### src/rtl/audio_playback.sv
// Plays back play_len 16-bit samples from an external memory at SAMPLE_RATE, started or aborted
// by a falling edge on the pushbutton. Each sample is fetched and loaded ahead of its output tick.
module audio_playback #(
    parameter int unsigned CLK_HZ      = 50000000,
    parameter int unsigned SAMPLE_RATE = 48000,
    parameter int unsigned ADDR_W      = 17
) (
    input  logic              clk,
    input  logic              rst_n,
    input  logic              key,
    input  logic [ADDR_W-1:0] play_len,
    output logic [ADDR_W-1:0] mem_addr,
    output logic              mem_rd_en,
    input  logic [15:0]       mem_rd_data,
    output logic [15:0]       audio_out,
    output logic              audio_valid,
    output logic [17:0]       ledr
);

    localparam int unsigned DIV   = CLK_HZ / SAMPLE_RATE;
    localparam int unsigned CNT_W = $clog2(DIV + 1);

    localparam logic [2:0] StIdle  = 3'd0;
    localparam logic [2:0] StFetch = 3'd1;
    localparam logic [2:0] StLoad  = 3'd2;
    localparam logic [2:0] StPlay  = 3'd3;
    localparam logic [2:0] StDone  = 3'd4;

    logic [2:0]        state_q, state_d;
    logic              key_meta_q, key_sync_q, key_prev_q;
    logic [ADDR_W-1:0] len_q, len_d;
    logic [ADDR_W-1:0] idx_q, idx_d;
    logic [CNT_W-1:0]  div_cnt_q, div_cnt_d;
    logic [15:0]       sample_q, sample_d;
    logic [ADDR_W-1:0] mem_addr_q, mem_addr_d;
    logic              mem_rd_en_q, mem_rd_en_d;
    logic [15:0]       audio_out_q, audio_out_d;
    logic              audio_valid_q, audio_valid_d;
    logic              done_ok_q, done_ok_d;
    logic              abort_q, abort_d;
    logic              start;
    logic              tick;

    // key_prev_q only exists to detect the 1->0 edge on the already-synchronized level
    assign start = key_prev_q & ~key_sync_q;
    assign tick  = (div_cnt_q == CNT_W'(DIV - 1));

    always_comb begin
        state_d       = state_q;
        len_d         = len_q;
        idx_d         = idx_q;
        div_cnt_d     = div_cnt_q;
        sample_d      = sample_q;
        mem_addr_d    = mem_addr_q;
        mem_rd_en_d   = 1'b0;
        audio_out_d   = audio_out_q;
        audio_valid_d = 1'b0;
        done_ok_d     = done_ok_q;
        abort_d       = abort_q;
        case (state_q)
            StIdle: begin
                if (start && (play_len != '0)) begin
                    len_d       = play_len;
                    idx_d       = '0;
                    mem_addr_d  = '0;
                    mem_rd_en_d = 1'b1;
                    done_ok_d   = 1'b0;
                    abort_d     = 1'b0;
                    state_d     = StFetch;
                end
            end
            StFetch: begin
                if (start) begin
                    abort_d = 1'b1;
                    state_d = StDone;
                end else begin
                    state_d = StLoad;
                end
            end
            StLoad: begin
                if (start) begin
                    abort_d = 1'b1;
                    state_d = StDone;
                end else begin
                    sample_d  = mem_rd_data;
                    div_cnt_d = '0;
                    state_d   = StPlay;
                end
            end
            StPlay: begin
                if (start) begin
                    abort_d = 1'b1;
                    state_d = StDone;
                end else if (tick) begin
                    div_cnt_d     = '0;
                    audio_out_d   = sample_q;
                    audio_valid_d = 1'b1;
                    idx_d         = idx_q + ADDR_W'(1);
                    if (idx_q == len_q - ADDR_W'(1)) begin
                        done_ok_d = 1'b1;
                        state_d   = StDone;
                    end else begin
                        // read strobe and address are registered, so issue them on FETCH entry
                        mem_addr_d  = idx_q + ADDR_W'(1);
                        mem_rd_en_d = 1'b1;
                        state_d     = StFetch;
                    end
                end else begin
                    div_cnt_d = div_cnt_q + CNT_W'(1);
                end
            end
            StDone: begin
                audio_out_d = '0;
                state_d     = StIdle;
            end
            default: state_d = StIdle;
        endcase
    end

    always_ff @(posedge clk or negedge rst_n) begin
        if (!rst_n) begin
            state_q       <= StIdle;
            key_meta_q    <= 1'b1;
            key_sync_q    <= 1'b1;
            key_prev_q    <= 1'b1;
            len_q         <= '0;
            idx_q         <= '0;
            div_cnt_q     <= '0;
            sample_q      <= '0;
            mem_addr_q    <= '0;
            mem_rd_en_q   <= 1'b0;
            audio_out_q   <= '0;
            audio_valid_q <= 1'b0;
            done_ok_q     <= 1'b0;
            abort_q       <= 1'b0;
        end else begin
            state_q       <= state_d;
            key_meta_q    <= key;
            key_sync_q    <= key_meta_q;
            key_prev_q    <= key_sync_q;
            len_q         <= len_d;
            idx_q         <= idx_d;
            div_cnt_q     <= div_cnt_d;
            sample_q      <= sample_d;
            mem_addr_q    <= mem_addr_d;
            mem_rd_en_q   <= mem_rd_en_d;
            audio_out_q   <= audio_out_d;
            audio_valid_q <= audio_valid_d;
            done_ok_q     <= done_ok_d;
            abort_q       <= abort_d;
        end
    end

    assign mem_addr    = mem_addr_q;
    assign mem_rd_en   = mem_rd_en_q;
    assign audio_out   = audio_out_q;
    assign audio_valid = audio_valid_q;
    assign ledr        = {done_ok_q, abort_q, idx_q[ADDR_W-1 -: 15], state_q != StIdle};

endmodule

### config.mk
export PLATFORM = sky130hd
export DESIGN_NAME = audio_playback
export DESIGN_NICKNAME = d
export VERILOG_FILES = /design/src/rtl/audio_playback.sv
export SDC_FILE = /design/constraint.sdc
export NUM_CORES = 1
export LEC_CHECK = 0
export ABC_AREA = 1
export CORE_UTILIZATION = 45
export DETAILED_ROUTE_END_ITERATION = 7
export PLACE_DENSITY = 0.81
export SETUP_SLACK_MARGIN = 0.3
export SLEW_MARGIN = 20
export SYNTH_ARGS = -nofsm -noshare
export SYNTH_HDL_FRONTEND = slang
export SYNTH_SLANG_ARGS = --single-unit
### constraint.sdc
create_clock -name clk -period 2.35 [get_ports clk]
set_clock_uncertainty 0.1 [all_clocks]
set_input_delay 0.705 -clock clk [delete_from_list [all_inputs] [get_ports clk]]
set_output_delay 0.705 -clock clk [all_outputs]
set_load 0.02 [all_outputs]
### Word level (Yosys, flattened, before mapping)

Index checks and enable logic that the tools add are counted.

| storage, ports and cells | value |
|---|---|
| latch bits | 0 |
| memory bits (writable) | 0 |
| ROM bits | 0 |
| register bits after elaboration | 104 |
| memories | 0 |

| cells by class | value |
|---|---|
| shift operators | 0 |
| mux-type cells | 37 |
| order comparisons | 0 |
| bitwise operators | 3 |
| multipliers | 0 |
| add/sub/neg operators | 3 |
| div/mod/pow operators | 0 |
| eq/ne operators | 14 |
| reduce and logical (&&, ||, !) cells | 18 |

Operators with widths:

| operator | number |
|---|---|
| 2-to-1 mux 17 bit | 6 |
| case mux 17 bit (2 select lines) | 2 |
| 2-to-1 mux 11 bit | 3 |
| 2-to-1 mux 16 bit | 2 |
| case mux 16 bit (2 select lines) | 1 |
| case mux 11 bit (2 select lines) | 1 |
| 2-to-1 mux 3 bit | 6 |
| adder 17 x 1 -> 17 bit, second input constant | 1 |
| equality test 17 bit | 1 |
| nonzero test 17 bit | 1 |
| subtractor 17 x 1 -> 17 bit, second input constant | 1 |
| 2-to-1 mux 1 bit | 12 |
| != test 2 bit, second input constant | 6 |
| case mux 3 bit (4 select lines) | 1 |
| adder 11 x 1 -> 11 bit, second input constant | 1 |
| equality test 11 bit, second input constant | 1 |
| AND reduction 5 bit | 2 |
| AND reduction 3 bit | 3 |
| nonzero test 2 bit | 4 |
| equality test 3 x 2 -> 1 bit, second input constant | 2 |
| case mux 1 bit (2 select lines) | 3 |
| AND reduction 2 bit | 3 |
| AND reduction 4 bit | 1 |
| equality test 3 x 1 -> 1 bit, second input constant | 1 |
| other kinds (9) | 10 |

### Depth between registers and ports, before layout

| logic depth | value |
|---|---|
| depth in word-level cells | 6 |
| mapped depth | 17 |
| gate-level depth less buffers | 16 |

### Worst setup path after synthesis

Ideal clock, no wire load.

| path | value |
|---|---|
| path type | flip-flop to flip-flop |
| start | reg len_q[0] |
| end | reg mem_addr_q[15], in the netlist mem_addr[15] |
| library setup time | 0.117 ns |
| stages on the path, launching flop included | 17 |
| arrival time | 1.869 ns |
| period minus slack after synthesis | 2.086 ns |
| path buffers | 1 |
| required time | 2.133 ns |
| slack | 0.264 ns |
| path through | dfrtp_1 > inv_1 > ha_1 > nand2_1 > nor2_1 > nand3_1 > nand2_1 > inv_1 > nor2_1 > nand3_1 > nor2_2 > nand3_2 > nand2_4 > nand2_4 > buf_6 > nand2_1 > nand2_1 |

| on the way | value |
|---|---|
| longest elaborated chain between the ends | 4 |

RTL lines:

| item | line | text |
|---|---|---|
| from (decl) | 31 | `logic [ADDR_W-1:0] len_q, len_d;` |
| from (signal assigned) | 141 | `len_q <= len_d;` |
| subtractor 17 x 1 -> 17 bit | 99 | `if (idx_q == len_q - ADDR_W'(1)) begin` |
| equality test 17 bit | 99 |  |
| != test 2 bit (no line) | n/a |  |
| AND reduction 5 bit (no line) | n/a |  |
| to (signal assigned) | 145 | `mem_addr_q <= mem_addr_d;` |
| to (decl) | 35 | `logic [ADDR_W-1:0] mem_addr_q, mem_addr_d;` |

No other way between the ends.
A chain may end at the register's enable or synchronous reset.

### Worst setup path in the final report

| path | value |
|---|---|
| start | reg idx_q[9] |
| end | reg mem_addr_q[6], in the netlist mem_addr[6] |

| on the way | value |
|---|---|
| longest elaborated chain between the ends | 3 |

RTL lines:

| item | line | text |
|---|---|---|
| from (decl) | 32 | `logic [ADDR_W-1:0] idx_q, idx_d;` |
| from (signal assigned) | 142 | `idx_q <= idx_d;` |
| equality test 17 bit | 99 |  |
| != test 2 bit (no line) | n/a |  |
| AND reduction 5 bit (no line) | n/a |  |

No other way between the ends.

==> metrics.log <==
[metrics] maximum operating frequency: 412 MHz
[metrics] count of cells along the worst register-to-register path: 14
[metrics] I/O pins: 89
[metrics] number of standard cells after synthesis: 716
[metrics] placed instance area: 6630 µm²
[metrics] initial cell density of the core: 0.469
[metrics] combinational fraction of design power: 0.468
[metrics] detailed-placement wirelength estimate: 9340 µm
[metrics] register area share after synthesis: 0.479
[metrics] Pleak: 3.89 nW
[metrics] number of distinct library cells after synthesis: 36
[metrics] cell row count: 39
[metrics] fraction of registers with async set or reset after synthesis: 1.00
[metrics] largest fanout on the critical path: 7
[metrics] die boundary width: 112 µm
[metrics] max-capacitance violation count: 0
[metrics] cell at the root of the clock tree: sky130_fd_sc_hd__clkbuf_16
[metrics] YS warnings: 0
[metrics] CTS sink cnt: 104
[metrics] areal power density over the cells: 1030 nW/µm²
[metrics] largest net degree at the start of global routing: 43
[metrics] number of design-rule violations left by the first detailed-router iteration: 584
[metrics] final core occ: 0.667
[metrics] number of buffers added on ports: 88
[metrics] final count of pins violating max slew: 0
[metrics] slew at the pin closest to its max-slew limit: 0.543 ns
[metrics] via count of the first global-routing pass: 5129
[metrics] final worst slack: -0.0773 ns
[metrics] unrepaired setup endpoints after global routing: yes
[metrics] maximum buffer depth of the clock tree: 2
[metrics] global placement routability congestion: 0.900
[metrics] WL per Instance: 17.2 µm
[metrics] met2 Use GR: 0.388
[metrics] share of cells above drive strength 1: 0.246
[metrics] post-CTS clock slew at the launch and capture registers of the worst setup and hold paths: 0.08 ns
[metrics] number of enable-type register cells in the synthesized netlist: 0
[metrics] count of H-tree levels built during CTS: 3
[metrics] chip height: 112 µm
[metrics] r2r startpoint: idx_q[9]
[metrics] sequential group share of total power: 0.340
[metrics] worst reg2reg path endpoint: mem_addr[6]
[metrics] main combinational cell family by area after synthesis: simple AND/OR/NAND/NOR gates
[metrics] Cell Int Power: 4.52 mW
[metrics] post-cts hold buffer count: 0
[metrics] endpoint arrival time on the critical path: 2.57 ns
[metrics] met1 Track Usage GR: 0.325
[metrics] Final Hold Viols: 0
[metrics] multiplexer fraction of the synthesized cell area: 0
[metrics] share of the synthesized netlist area taken by xor and xnor gates: 0.0209
[metrics] Synth Area in Adders: 0.00919
[metrics] worst reg2reg setup slack: -0.08 ns
[metrics] critical path capture point type: flip-flop
[metrics] Synth top area share: 0.464
[metrics] violated checks: DRC, setup timing
[metrics] compound-cell area share of the yosys netlist: 0.0827
[metrics] antenna fix cells: 0
[metrics] remaining routing DRC violations: 3
[metrics] Worst Hold Class: input port to async pin
[metrics] TritonCTS clock tree: done
[metrics] Syn Std Cell Area: 5440 µm²
[metrics] Startpoint Class: flip-flop
[metrics] required time reported for the critical path endpoint: 2.49 ns
[metrics] area of the die: 12500 µm²
[metrics] total detailed-routing wirelength: 17200 µm
[metrics] final cycle utilization of the critical path: 1.03
[metrics] Synth area leaders: sky130_fd_sc_hd__dfrtp_1, sky130_fd_sc_hd__nand2_1, sky130_fd_sc_hd__nand3_1
[metrics] number of nets still failing antenna checks after routing: 0
[metrics] Commonest cells post-synth: sky130_fd_sc_hd__nand2_1, sky130_fd_sc_hd__dfrtp_1, sky130_fd_sc_hd__inv_1
[metrics] detailed-routing iteration count for the pre-antenna-repair pass: 8
[metrics] Relative slew margins: 0.638
[metrics] met3 Track Usage GR: 0.0408
[metrics] Sw Ratio: 0.436
[metrics] setup total negative slack: -0.988 ns
[metrics] post-detailed-route via-to-cell ratio: 5.60
[metrics] Worst IR Drop VDD: 564 µV
[metrics] net switching power: 3.49 mW
[metrics] share of synthesized cell area in and, or, nand and nor gates: 0.311
[metrics] initial antenna violation count: 0
[metrics] cell type with the highest aggregate area in the netlist: sky130_fd_sc_hd__dfrtp_1
[metrics] remaining global-route overflow: 0
[metrics] number of nets in the layout: 892
[metrics] cell area after layout: 7740 µm²
[metrics] post-synth net total: 756
[metrics] Clk pwr share: 0.192
[metrics] final worst path period need: 2.43 ns
[metrics] number of buffers created by CTS: 9
[metrics] main flop type after synthesis: sky130_fd_sc_hd__dfrtp_1
[metrics] latest clock arrival within the worst-skew pair: 0.36 ns
[metrics] most used routing layer: met2
[metrics] CP Class: flip-flop to flip-flop
[metrics] total track usage: 0.240
[metrics] core box area: 11600 µm²
[metrics] first-pass GRT wire length: 24200 µm
[metrics] outcome: complete, but fails checks
[metrics] most instantiated library cell after synthesis: sky130_fd_sc_hd__nand2_1
[metrics] detailed-route via count: 5603
[metrics] register bit total from synthesis: 104
[metrics] number of failing setup endpoints in the final timing report: 17
[metrics] syn_area_per_cell: 7.60 µm²
[metrics] Area Overhead vs Synth: 42.2%
[metal layers]
layer	wire [µm]	share of wire
met2	8270	0.48
met5	0	0
met4	820	0.048
met3	1310	0.076
met1	6760	0.39
[power by group through the flow]
stage / logic (mW) / clock network [mW] / registers [mW]
after detailed placement: 2.86 / 0 / 2.71
after global placement: 2.80 / 0 / 2.70
after global routing: 4.01 / 1.62 / 2.77
after CTS: 2.97 / 1.54 / 2.68
after floorplan: 1.67 / 0 / 2.83
final: 3.74 / 1.54 / 2.72
[what timing repair did]
item	4_1_cts	5_1_grt
cloned	5	4
gates resized for setup	120	111
buffers inserted	13	15
pin swaps	26	30
setup endpoints to repair	122	78
[how the worst max path moves through the flow]
stage           startpoint      endpoint  cells past startpoint
2_1_floorplan     len_q[0]  mem_addr[15]                     16
3_3_place_gp   play_len[3]     idx_q[16]                     12
3_5_place_dp   play_len[3]     idx_q[14]                     12
4_1_cts         state_q[1]       ledr[0]                      3
5_1_grt           idx_q[9]   mem_addr[6]                     14
6_report          idx_q[9]   mem_addr[6]                     14
[cells in the final DEF (no fill, tap or decap), types with 14 or more instances in the layout]
cell type	instances
sky130_fd_sc_hd__a21oi_1	14
sky130_fd_sc_hd__buf_4	50
sky130_fd_sc_hd__clkdlybuf4s50_1	17
sky130_fd_sc_hd__dfrtp_1	94
sky130_fd_sc_hd__dlygate4sd2_1	65
sky130_fd_sc_hd__inv_1	71
sky130_fd_sc_hd__nand2_1	190
sky130_fd_sc_hd__nand2_2	28
sky130_fd_sc_hd__nand3_1	48
sky130_fd_sc_hd__nand3_2	14
sky130_fd_sc_hd__nor2_1	39
sky130_fd_sc_hd__nor2_2	16
sky130_fd_sc_hd__o21ai_0	44
[state kept, by name, summed over array words and instances, names as in the netlist]
| register | flops |
|---|---|
| div_cnt_q | 11 |
| key_sync_q | 1 |
| mem_addr | 17 |
| audio_out | 16 |
| mem_rd_en | 1 |
| state_q | 3 |
| sample_q | 16 |
| key_meta_q | 1 |
| abort_q | 1 |
| audio_valid | 1 |
| len_q | 17 |
| done_ok_q | 1 |
| idx_q | 17 |
| key_prev_q | 1 |
[critical path: stages, from the launching register on]
cell                      delay, ns
sky130_fd_sc_hd__dfrtp_1       0.53
sky130_fd_sc_hd__inv_1         0.18
sky130_fd_sc_hd__nand2_1       0.11
sky130_fd_sc_hd__nand2_1       0.13
sky130_fd_sc_hd__nand3_1       0.12
sky130_fd_sc_hd__nand2_1       0.06
sky130_fd_sc_hd__nor2_1        0.12
sky130_fd_sc_hd__nand3_1       0.12
sky130_fd_sc_hd__nor2_2        0.18
sky130_fd_sc_hd__nand3_2       0.18
sky130_fd_sc_hd__nand2_4       0.15
sky130_fd_sc_hd__buf_6         0.14
sky130_fd_sc_hd__nand2_8       0.08
sky130_fd_sc_hd__nand2_2       0.07
sky130_fd_sc_hd__nand2_1       0.05
[stage by stage]
stage	power (mW)	hold slack, ns	worst slack, ns	instances
2_1_floorplan	4.50	0.245	0.327	716
3_3_place_gp	5.50	0.247	-0.167	947
3_5_place_dp	5.56	0.249	-0.207	947
4_1_cts	7.19	0.244	0.129	981
5_1_grt	8.40	0.266	-0.137	1000
6_report	8.01	0.224	-0.0773	1000
[cell type report]
type	instances	area [µm²]
inverter	83	324
timing repair buffer	159	1560
multi-input combinational	495	2750
clock buffer	9	225
tap	143	179
clock inverter	7	86.3
sequential	104	2620
fill	845	3870
[kinds of logic (layout without fill, tap and decap cells)]
group / count (synthesis) / in the layout
xor+xnor: 13 / 13
flops: 104 / 104
fa+ha+maj: 4 / 4
simple gates: 391 / 393
compound gates: 85 / 85
buf+inv: 119 / 258
Note: power is estimated with default switching activity, not from simulation.
